--- config.mk ---
export PLATFORM = sky130hd
export DESIGN_NAME = instr_fetch
export DESIGN_NICKNAME = d
export VERILOG_FILES = /design/src/rtl/fetch_pkg.sv /design/src/rtl/fetch_buf.sv /design/src/rtl/instr_fetch.sv
export SDC_FILE = /design/constraint.sdc
export NUM_CORES = 1
export LEC_CHECK = 0
export ABC_AREA = 1
export BUFFER_PORTS_ARGS = -buffer_cell sky130_fd_sc_hd__buf_4
export CELL_PAD_IN_SITES_DETAIL_PLACEMENT = 1
export CELL_PAD_IN_SITES_GLOBAL_PLACEMENT = 1
export CORE_AREA = 2 2 121 123
export CTS_CLUSTER_SIZE = 25
export DETAILED_ROUTE_END_ITERATION = 10
export DIE_AREA = 0 0 123 125
export PLACE_DENSITY_LB_ADDON = 0.12
export SETUP_SLACK_MARGIN = 0.4
export SYNTH_ARGS = -nofsm -noshare
export SYNTH_HDL_FRONTEND = slang
export SYNTH_SLANG_ARGS = --single-unit
--- constraint.sdc ---
create_clock -name clk -period 3.9 [get_ports clk]
set_input_delay 0.39 -clock clk [delete_from_list [all_inputs] [get_ports clk]]
set_output_delay 0.39 -clock clk [all_outputs]
set_load 0.05 [all_outputs]
--- src/rtl/fetch_pkg.sv ---
// Shared types and constants for the instruction fetch stage.
// Entry layout, buffer sizing and the address-width helper used by instr_fetch/fetch_buf.
package fetch_pkg;

    localparam int unsigned FETCH_BUF_DEPTH = 2;
    localparam int unsigned CNT_W           = $clog2(FETCH_BUF_DEPTH + 1);

    // Entry layout for the default configuration (32-bit words, 256-word memory).
    localparam int unsigned FETCH_DEF_IW = 32;
    localparam int unsigned FETCH_DEF_AW = 8;

    typedef struct packed {
        logic [FETCH_DEF_AW-1:0] pc;
        logic [FETCH_DEF_IW-1:0] instr;
    } fetch_entry_t;

    function automatic int unsigned fetch_addr_w(input int unsigned depth);
        return (depth <= 1) ? 1 : $clog2(depth);
    endfunction

endpackage

--- src/rtl/fetch_buf.sv ---
// Two-entry {pc, instr} FIFO between the instruction memory and decode.
// Synchronous flush empties the queue; push and pop may coincide at any occupancy.
module fetch_buf
    import fetch_pkg::*;
#(
    parameter int unsigned AW = 8,
    parameter int unsigned IW = 32
) (
    input  logic             clk,
    input  logic             rst,
    input  logic             flush,
    input  logic             push,
    input  logic [AW-1:0]    push_pc,
    input  logic [IW-1:0]    push_instr,
    input  logic             pop,
    output logic [CNT_W-1:0] count,
    output logic [AW-1:0]    head_pc,
    output logic [IW-1:0]    head_instr
);

    logic [AW-1:0]    pc_mem    [FETCH_BUF_DEPTH];
    logic [IW-1:0]    instr_mem [FETCH_BUF_DEPTH];
    logic             rd_ptr;
    logic             wr_ptr;
    logic [CNT_W-1:0] count_q;
    logic             do_push;
    logic             do_pop;

    assign do_pop  = pop && (count_q != '0);
    // A full queue only accepts a push when the head leaves in the same cycle.
    assign do_push = push && ((count_q != CNT_W'(FETCH_BUF_DEPTH)) || do_pop);

    always_ff @(posedge clk) begin
        if (rst) begin
            for (int unsigned i = 0; i < FETCH_BUF_DEPTH; i++) begin
                pc_mem[i]    <= '0;
                instr_mem[i] <= '0;
            end
            rd_ptr  <= 1'b0;
            wr_ptr  <= 1'b0;
            count_q <= '0;
        end else if (flush) begin
            rd_ptr  <= 1'b0;
            wr_ptr  <= 1'b0;
            count_q <= '0;
        end else begin
            if (do_push) begin
                pc_mem[wr_ptr]    <= push_pc;
                instr_mem[wr_ptr] <= push_instr;
                wr_ptr            <= ~wr_ptr;
            end
            if (do_pop) begin
                rd_ptr <= ~rd_ptr;
            end
            case ({do_push, do_pop})
                2'b10:   count_q <= count_q + CNT_W'(1);
                2'b01:   count_q <= count_q - CNT_W'(1);
                default: count_q <= count_q;
            endcase
        end
    end

    assign count      = count_q;
    assign head_pc    = pc_mem[rd_ptr];
    assign head_instr = instr_mem[rd_ptr];

endmodule

--- src/rtl/instr_fetch.sv ---
// Instruction fetch: PC, one-cycle memory read tracking, credit-gated issue and redirect flush.
// Returned words are queued in fetch_buf and offered to decode with valid/ready.
module instr_fetch
    import fetch_pkg::*;
#(
    parameter  int unsigned INSTR_WIDTH = 32,
    parameter  int unsigned DEPTH       = 256,
    localparam int unsigned ADDR_W      = fetch_addr_w(DEPTH)
) (
    input  logic                   clk,
    input  logic                   rst,
    input  logic                   fetch_en,
    input  logic                   redirect_valid,
    input  logic [ADDR_W-1:0]      redirect_pc,
    output logic [ADDR_W-1:0]      imem_rd_addr,
    input  logic [INSTR_WIDTH-1:0] imem_rd_data,
    output logic                   out_valid,
    input  logic                   out_ready,
    output logic [INSTR_WIDTH-1:0] out_instr,
    output logic [ADDR_W-1:0]      out_pc
);

    logic [ADDR_W-1:0] pc_q;
    logic [ADDR_W-1:0] pc_next;
    logic [ADDR_W-1:0] req_pc_q;
    logic              inflight_q;
    logic [CNT_W-1:0]  count;
    logic [CNT_W:0]    occupancy;
    logic              pop;
    logic              issue;

    assign pop = out_valid && out_ready;

    // Slots already committed after this cycle's pop; the in-flight word needs one.
    assign occupancy = {1'b0, count} + (CNT_W+1)'(inflight_q) - (CNT_W+1)'(pop);
    assign issue     = fetch_en && !redirect_valid &&
                       (occupancy < (CNT_W+1)'(FETCH_BUF_DEPTH));

    assign pc_next = (pc_q == ADDR_W'(DEPTH - 1)) ? '0 : pc_q + ADDR_W'(1);

    always_ff @(posedge clk) begin
        if (rst) begin
            pc_q       <= '0;
            req_pc_q   <= '0;
            inflight_q <= 1'b0;
        end else if (redirect_valid) begin
            pc_q       <= redirect_pc;
            inflight_q <= 1'b0;
        end else if (issue) begin
            pc_q       <= pc_next;
            req_pc_q   <= pc_q;
            inflight_q <= 1'b1;
        end else begin
            inflight_q <= 1'b0;
        end
    end

    assign imem_rd_addr = pc_q;

    fetch_buf #(
        .AW (ADDR_W),
        .IW (INSTR_WIDTH)
    ) u_buf (
        .clk        (clk),
        .rst        (rst),
        .flush      (redirect_valid),
        .push       (inflight_q),
        .push_pc    (req_pc_q),
        .push_instr (imem_rd_data),
        .pop        (pop),
        .count      (count),
        .head_pc    (out_pc),
        .head_instr (out_instr)
    );

    assign out_valid = (count != '0);

endmodule
# == Word-level counts from Yosys, hierarchy flattened ==
# Memory sizes are Yosys's and may differ from the RTL's. A register that Yosys moved wholly into a read port is not among the register bits.
# Index checks and enable logic that the tools add are counted.
# word_totals
reg_bits,21
memories,2
ram_bits,80
# op_classes
add_sub_neg,5
magnitude_cmp,1
reduce_logical,14
n_eq_ne,4
n_mux,21
bitwise_logic,3
# mem_list
memory,words,word_bits,read_ports,rd_clocked_by_memory_dff,write_ports,line_no,source
u_buf.instr_mem,2,32,1,1,2,fetch_buf.sv:22,logic [IW-1:0] instr_mem [FETCH_BUF_DEPTH];
u_buf.pc_mem,2,8,1,1,2,fetch_buf.sv:21,logic [AW-1:0] pc_mem [FETCH_BUF_DEPTH];
# ops
cell,n
32-bit 2-to-1 mux,1
8-bit 2-to-1 mux,4
32-bit OR reduction,1
1-bit 2-to-1 mux,15
8-bit by 1-bit adder with 8-bit output (second input constant),1
8-bit == test (second input constant),1
8-bit OR reduction,1
2-bit nonzero test,3
1-bit logical AND,5
2-bit one-hot mux with 2 select lines,1
2-bit by 1-bit adder with 3-bit output,1
3-bit by 2-bit less-than comparator with 1-bit output (second input constant),1
1-bit inverter,3
3-bit by 1-bit subtractor with 3-bit output,1
2-bit by 1-bit adder with 2-bit output (second input constant),1
2-bit by 1-bit == test with 1-bit output (second input constant),1
2-bit == test (second input constant),1
2-bit inequality test (second input constant),1
2-bit AND reduction,1
2-bit OR reduction,1
2-bit by 1-bit subtractor with 2-bit output (second input constant),1
1-bit logical NOT,1
1-bit logical OR,1

# == Logic depth before layout (Yosys ltp) ==
# Gate-level depths: netlist of run 1.
# logic_depth
ltp_word,11
ltp_mapped,17
mapped_depth_nobuf,16

# == Modules after synthesis ==
# A second synthesis of run 1 with hierarchy kept.
# hier_totals
cells_unflattened,433
hier_area_um2,4743.3
# by_module_without_submodules
module,area_each_um2,cells_per_inst,instances
fetch_buf,3756.1,291,1
instr_fetch,987.2,142,1

# == Worst setup path before layout of run 1 ==
# Ideal clock, no wire load.
# synth_timing
kind,register -> register
start,reg u_buf.count_q[1] (netlist: u_buf.count[1])
end,"mem u_buf.instr_mem[0][0], enable pin"
path_stages_with_launch,10
setup_slack_ps,1269
arrival_time_ps,2233
path_buffers,1
t_required_ps,3502
setup_ps,398
path_cell_list,dfxtp_1 > inv_1 > nand2_2 > nand2_1 > nand3_1 > nand2_2 > inv_2 > nand2_2 > buf_6 > nand2_1
# synth_lines
item,line_no,source
from (decl),fetch_buf.sv:25,logic [CNT_W-1:0] count_q;
from (signal assigned),fetch_buf.sv:56,2'b10: count_q <= count_q + CNT_W'(1);
from (signal assigned),fetch_buf.sv:57,2'b01: count_q <= count_q - CNT_W'(1);
from (signal assigned),fetch_buf.sv:58,default: count_q <= count_q;
to (decl),fetch_buf.sv:22,

# == Worst setup path in the final report of run 1 ==
# layout_timing
start,reg u_buf.count_q[1] (netlist: u_buf.count[1])
end,reg pc_q[0] (netlist: imem_rd_addr[0])
# layout_between
elab_chain_cells,6
elab_cells_between_ends,7
classes_between,2 x add/sub; 1 x order compare; 4 x reduce/logical
# layout_rtl
item,line_no,source
"parallel branches: the longest is 2 deep, another holds 2-bit by 1-bit adder with 3-bit output",-,
3-bit by 1-bit subtractor with 3-bit output *,instr_fetch.sv:35,"assign occupancy = {1'b0, count} + (CNT_W+1)'(inflight_q) - (CNT_W+1)'(pop);"
3-bit by 2-bit less-than comparator with 1-bit output *,instr_fetch.sv:37,(occupancy < (CNT_W+1)'(FETCH_BUF_DEPTH));
1-bit logical AND *,instr_fetch.sv:36,assign issue = fetch_en && !redirect_valid &&
2-bit nonzero test (no line) *,-,
to (signal assigned),instr_fetch.sv:47,pc_q <= redirect_pc;
to (signal assigned),instr_fetch.sv:50,pc_q <= pc_next;
to (decl),instr_fetch.sv:23,logic [ADDR_W-1:0] pc_q;
# Every way passes the cells marked *.
# A chain may end at the register's enable or synchronous reset.

==> impl_metrics.yaml, run 1 <==
floorplanning:
  rows: 44
  core-area_um2: 14200
  start_util_pct: 32.23
  pin_count: 94
  die_area_um2: 15380
  die_w_um: 123
  die_h_um: 125
route:
  ant_nets: 0
  routed_wl_um: 10380
  first_pass_iters: 4
  drc: 0
  wl_per_cell_um: 14.64
  num_vias: 3188
  routed_via_density: 4.496
  drtIter0Drc: 157
cts:
  post_cts.repair.setup_buffers: 0
  clock_sinks: 102
  cts_made_buffers: 9
  clk_latency_ns: 0.34
  cts-resized-gates: 0
  cts_tree: "done"
  cts_max_level: 3
  clkTransAtPathRegs_ns: 0.07
  ctsHoldBuffers: 0
  clock_path_buffers: 2
  root_buffer: "clkbuf_16"
critical_path:
  cp.required_ns: 4.17
  crit_family: "simple AND/OR/NAND/NOR gates"
  path_cells: "inv_1 > nand2_2 > nand2_1 > inv_1 > ha_1 > inv_1 > nand2_1 > fa_1 > nand2_1 > nor2_1 > nand2_1 > nor2_1 > nand3_1 > a21oi_1"
  worstPathArrival_ns: 3.08
  slowest_stage: "fa_1"
  endpoint_kind: "flop"
  crit_buf_inv: 3
  path_class: "reg -> reg"
  path_common_cell: "nand2_1"
  slowest_delay_ns: 0.51
  crit_fanout: 24
  critPathLaunchType: "flop"
logic_synthesis:
  synth.avg_cell_area_um2: 10.72
  synth_ff_type: "edfxtp_1"
  syn_inst: 427
  synth_xor_area_share_pct: 0.3826
  yosysUniqueCellTypes: 26
  synth_fa_ha_area_share_pct: 1.257
  syn_area_um2: 4578
  muxShareOfSynthArea_pct: 9.839
  synth-compound-area-share_pct: 3.334
  synth_edf_count: 80
  synthSimpleGateAreaFrac_pct: 15.22
  synth_nets: 476
  synth_top_family_by_area: "simple AND/OR/NAND/NOR gates"
  yosysTopAreaCell: "edfxtp_1"
  synth_most_common_cell: "nor2_1"
  netlist_top_cells_count: "nor2_1 (102), edfxtp_1 (80), inv_1 (60)"
  yosys_warnings: 0
  synth_top_area_share_pct: 52.47
  async_flop_share_pct: 0
  yosys_register_bits: 102
  yosys-top-cells-area: "edfxtp_1 (52%), mux2_2 (9.8%), dfxtp_1 (9.6%), nor2_1 (8.4%), inv_1 (4.9%)"
  seq_area_frac_synth_pct: 62.09
sta:
  clock-skew-final_ns: 0.008776
  clock.fmax_mhz: 356.1
  slew_violations: 0
  worst_pin_slew_ns: 1.077
  max_slew_margin_pct: 28.21
  setup_viol: 0
  rsz0062_at_grt: "false"
  hold_viol: 0
  min_period_over_period_pct: 72.01
  layout_min_cycle_time_ns: 2.808
  setup_tns_ns: 0
finish:
  nFillCells: 1582
  multiInputGateArea_um2: 1380
  syn2layout_area_growth_pct: 24.90
  ff_latch_area_um2: 2844
  drive_gt1_share_pct: 31.05
  diodes: 0
  nets: 569
  fin_area_um2: 5718
global_routing:
  grt_pass1_vias: 3443
  grtUsageTotal_pct: 13.81
  grt_pass1_wl_um: 16580
  grt_overflow: 0
  antenna_found_initial: 0
  grt_max_degree: 42
flow_run:
  drv_cap: 0
placed_design:
  post_dp_cell_area_um2: 5435
  gp_congestion: 0.7451
  dp_hpwl_um: 6849
  io_buffers: 93
power:
  vdd_drop_max_uv: 157.5
  powerDensity_nw_per_um2: 413.8
  p_leak_uw: 0.002504
min_path:
  hold_class: "in -> reg"
run_status:
  status: "complete, no violations"
==> report_power, final <==
part | total, uW | internal [uW] | switching [uW] | leakage (uW)
sequential | 1230 | 1210 | 20.3 | 0.00101
combinational | 274 | 96.1 | 178 | 0.00135
clock | 861 | 443 | 418 | 0.000136
==> metal layers <==
layer / wire (um) / vias to the layer above / GRT usage (%)
li1: - / 1579 / -
met1: 4773 / 1534 / 17.60
met2: 4960 / 66 / 23.43
met3: 512 / 9 / 2.600
met4: 135 / 0 / 4.612
met5: 0 / - / 0
==> kinds of logic after synthesis <==
group                      count (synthesis)
adders and majority gates                  4
and+or+nand+nor                          172
xor gates and xnor gates                   2
buffers and inverters                     78
AOI/OAI and AO/OA                         29
DFF                                      102
muxes                                     40
==> registers in the layout, indices dropped and copies added, names as in the netlist, named ones only <==
signal	count
u_buf.instr_mem	64
u_buf.pc_mem	16
imem_rd_addr	8
req_pc_q	8
u_buf.count	2
inflight_q	1
u_buf.rd_ptr	1
u_buf.wr_ptr	1
==> final cells by class <==
| type | instances | share of cell area [%] |
|---|---|---|
| clock inverters | 7 | 1.007 |
| well taps | 184 | 4.026 |
| inverters | 62 | 4.070 |
| flip-flops and latches | 102 | 49.74 |
| repair buffers | 98 | 13.09 |
| clock buffers | 9 | 3.939 |
| multi-input cells | 247 | 24.14 |
==> path summary, 6_finish.rpt <==
check	from	to	slack, ns	cells past startpoint
max reg2reg	u_buf.count[1]	imem_rd_addr[0]	1.09	14
max	u_buf.count[1]	imem_rd_addr[0]	1.09	14
min reg2reg	u_buf.rd_ptr	flop	0.46	1
min	rst	imem_rd_addr[2]	0.30	2
==> stage by stage <==
| step | hold slack [ns] | setup WS [ns] | utilization (%) | power [uW] | instances |
|---|---|---|---|---|---|
| after floorplan | 0.4256 | 1.269 | - | 1428 | 427 |
| after global placement | 0.4326 | 1.215 | 38.27 | 1531 | 693 |
| after detailed placement | 0.4419 | 1.055 | 38.27 | 1536 | 693 |
| after CTS | 0.3005 | 1.040 | 40.26 | 2392 | 709 |
| after global routing | 0.3081 | 0.6691 | 40.26 | 2450 | 709 |
| final | 0.3044 | 1.092 | 40.26 | 2366 | 709 |
==> cell usage in the layout (no fill, tap or decap), types with 2 or more instances in the layout <==
cell	netlist	layout
a21oi_1	16	16
buf_4	0	97
clkbuf_16	0	9
clkinv_1	1	2
clkinv_4	0	2
dfxtp_1	22	21
edfxtp_1	80	80
ha_1	3	3
inv_1	60	60
inv_6	0	2
mux2_2	40	40
nand2_1	45	43
nand2_2	3	5
nand3_1	16	16
nor2_1	102	102
nor2_2	2	2
nor3_1	2	2
o21ai_0	10	10
(Power assumes the default switching activity.)
==> run 2, diff against run 1 <==
Clock period 3.9 ns to 2.45 ns, I/O delays scaled along.
==> run 2 against run 1 <==
  * Clock skew is 0.0037 ns lower
  * Count of clock-buffer cells in the layout is 1 higher
  * Maximum frequency is 28% higher
  * Register-to-register slack worse by 0.84 ns
==> impl_metrics.yaml, run 2 (synthesis gave the netlist of run 1 again) <==
run_status:
  status: "complete, no violations"
floorplanning:
  die_w_um: 123
  pin_count: 94
  start_util_pct: 32.23
  core-area_um2: 14200
  rows: 44
  die_h_um: 125
  die_area_um2: 15380
power:
  p_leak_uw: 0.002653
  p_comb_share_pct: 12.9
  switching_share_pct: 25.01
  power_switching_uw: 965.0
  internal-power_uw: 2894
  powerDensity_nw_per_um2: 634.5
  vdd_drop_max_uv: 393.2
  p_clk_share_pct: 36.3
  pwr-share-seq_pct: 50.8
critical_path:
  r2r_slack_ns: 0.26
  crit_fanout: 7
  endpoint_kind: "flop"
  worstPathArrival_ns: 2.48
  critPathLaunchType: "flop"
  path_class: "reg -> reg"
  cp.required_ns: 2.74
sta:
  worst_pin_slew_ns: 0.5235
  layout_min_cycle_time_ns: 2.194
  timing.hold.ws_ns: 0.1523
  hold_viol: 0
  worst_slack_ns: 0.2558
  clock.fmax_mhz: 455.7
  rsz0062_at_grt: "true"
  clock-skew-final_ns: 0.005114
  min_period_over_period_pct: 89.56
  max_slew_margin_pct: 65.06
  setup_viol: 0
  setup_tns_ns: 0
  slew_violations: 0
finish:
  nets: 589
  diodes: 0
  largest-register: "u_buf.instr_mem"
  drive_gt1_share_pct: 39.63
  mostFrequentLayoutCells: "buf_4 (110), nor2_1 (97), edfxtp_1 (80)"
  fin_cells: 729
  final_common_cell: "buf_4"
  largest_reg_flops: 64
  nFillCells: 1578
  syn2layout_area_growth_pct: 32.85
  reg_top3: "u_buf.instr_mem: 64 flops, u_buf.pc_mem: 16 flops"
route:
  routed_wl_um: 10880
  wl_per_cell_um: 14.93
  drc: 0
  num_vias: 3306
  ant_nets: 0
  drtIter0Drc: 161
  routed_via_density: 4.535
  first_pass_iters: 4
global_routing:
  antenna_found_initial: 0
  grtUsageTotal_pct: 14.47
  grt_pass1_wl_um: 17030
  grt_overflow: 0
  grt_max_degree: 42
  grt_pass1_vias: 3468
cts:
  ctsHoldBuffers: 0
  cts_made_buffers: 9
  clk_latency_ns: 0.35
  root_buffer: "clkbuf_16"
  cts_max_level: 3
  clock_sinks: 102
  clkTransAtPathRegs_ns: 0.07
  clock_path_buffers: 2
  cts_tree: "done"
min_path:
  hold_class: "in -> reg"
placed_design:
  gp_congestion: 0.8001
  io_buffers: 93
  dp.cells: 699
  place_ws_ns: 0.1684
  dp_hpwl_um: 6881
flow_run:
  drv_cap: 0
-- run 2: through the flow --
| stage | area [um2] | total power, uW | utilization (%) |
|---|---|---|---|
| after global routing | 6082 | 3994 | 42.82 |
| after detailed placement | 5537 | 2454 | 38.98 |
| after global placement | 5537 | 2445 | 38.98 |
| after CTS | 5908 | 3867 | 41.60 |
| after floorplan | 4646 | 2277 | - |
| final | 6082 | 3859 | 42.82 |
-- run 2: per-layer routing --
| layer | GRT usage (%) | wire [um] | vias up |
|---|---|---|---|
| met3 | 2.509 | 472 | 12 |
| li1 | - | - | 1623 |
| met2 | 24.24 | 5309 | 66 |
| met1 | 18.32 | 4899 | 1605 |
| met4 | 6.016 | 201 | 0 |
| met5 | 0 | 0 | - |
-- run 2: power by group through the flow --
stage               clock network, uW  logic [uW]  registers, uW
finish                           1400         497           1960
global route                     1490         536           1970
CTS                              1440         471           1960
detailed placement                  0         457           2000
global placement                    0         452           1990
floorplan                           0         262           2020
-- run 2: layout make-up --
class                   instances  area [um2]  area share, %
clock inverters                 6       52.55         0.8640
flip-flops and latches        102        2851          46.88
well taps                     184       230.2          3.785
multi-input cells             247        1534          25.22
repair buffers                118       942.2          15.49
clock buffers                  10       229.0          3.765
inverters                      62       242.7          3.991
-- run 2: worst max-delay path, cell delays in order, from the launching register on --
cell and delay [ns]:
dfxtp_4 0.36, inv_6 0.07, nand2_8 0.05, nand2_4 0.05, inv_2 0.04, ha_4 0.20
inv_2 0.05, nand2_2 0.05, fa_2 0.54, nand2_2 0.07, nor2_4 0.10, nand2_4 0.09
buf_8 0.16, nor2_4 0.12, nand3_2 0.08, a21oi_2 0.12
-- run 2: path summary, 6_finish.rpt --
check	startpoint	end	cells past startpoint
hold reg to reg	u_buf.rd_ptr	flop	1
hold / removal	rst	imem_rd_addr[0]	2
setup reg to reg	u_buf.count[0]	imem_rd_addr[0]	15
setup / recovery	u_buf.count[0]	imem_rd_addr[0]	15
-- run 2: timing repair --
action,4_1_cts,5_1_grt
cloned,1,1
endpoints found under the hold margin,0,0
pin swaps,9,10
setup buffers,7,5
endpoints found under the setup margin,16,17
resized for setup,11,36
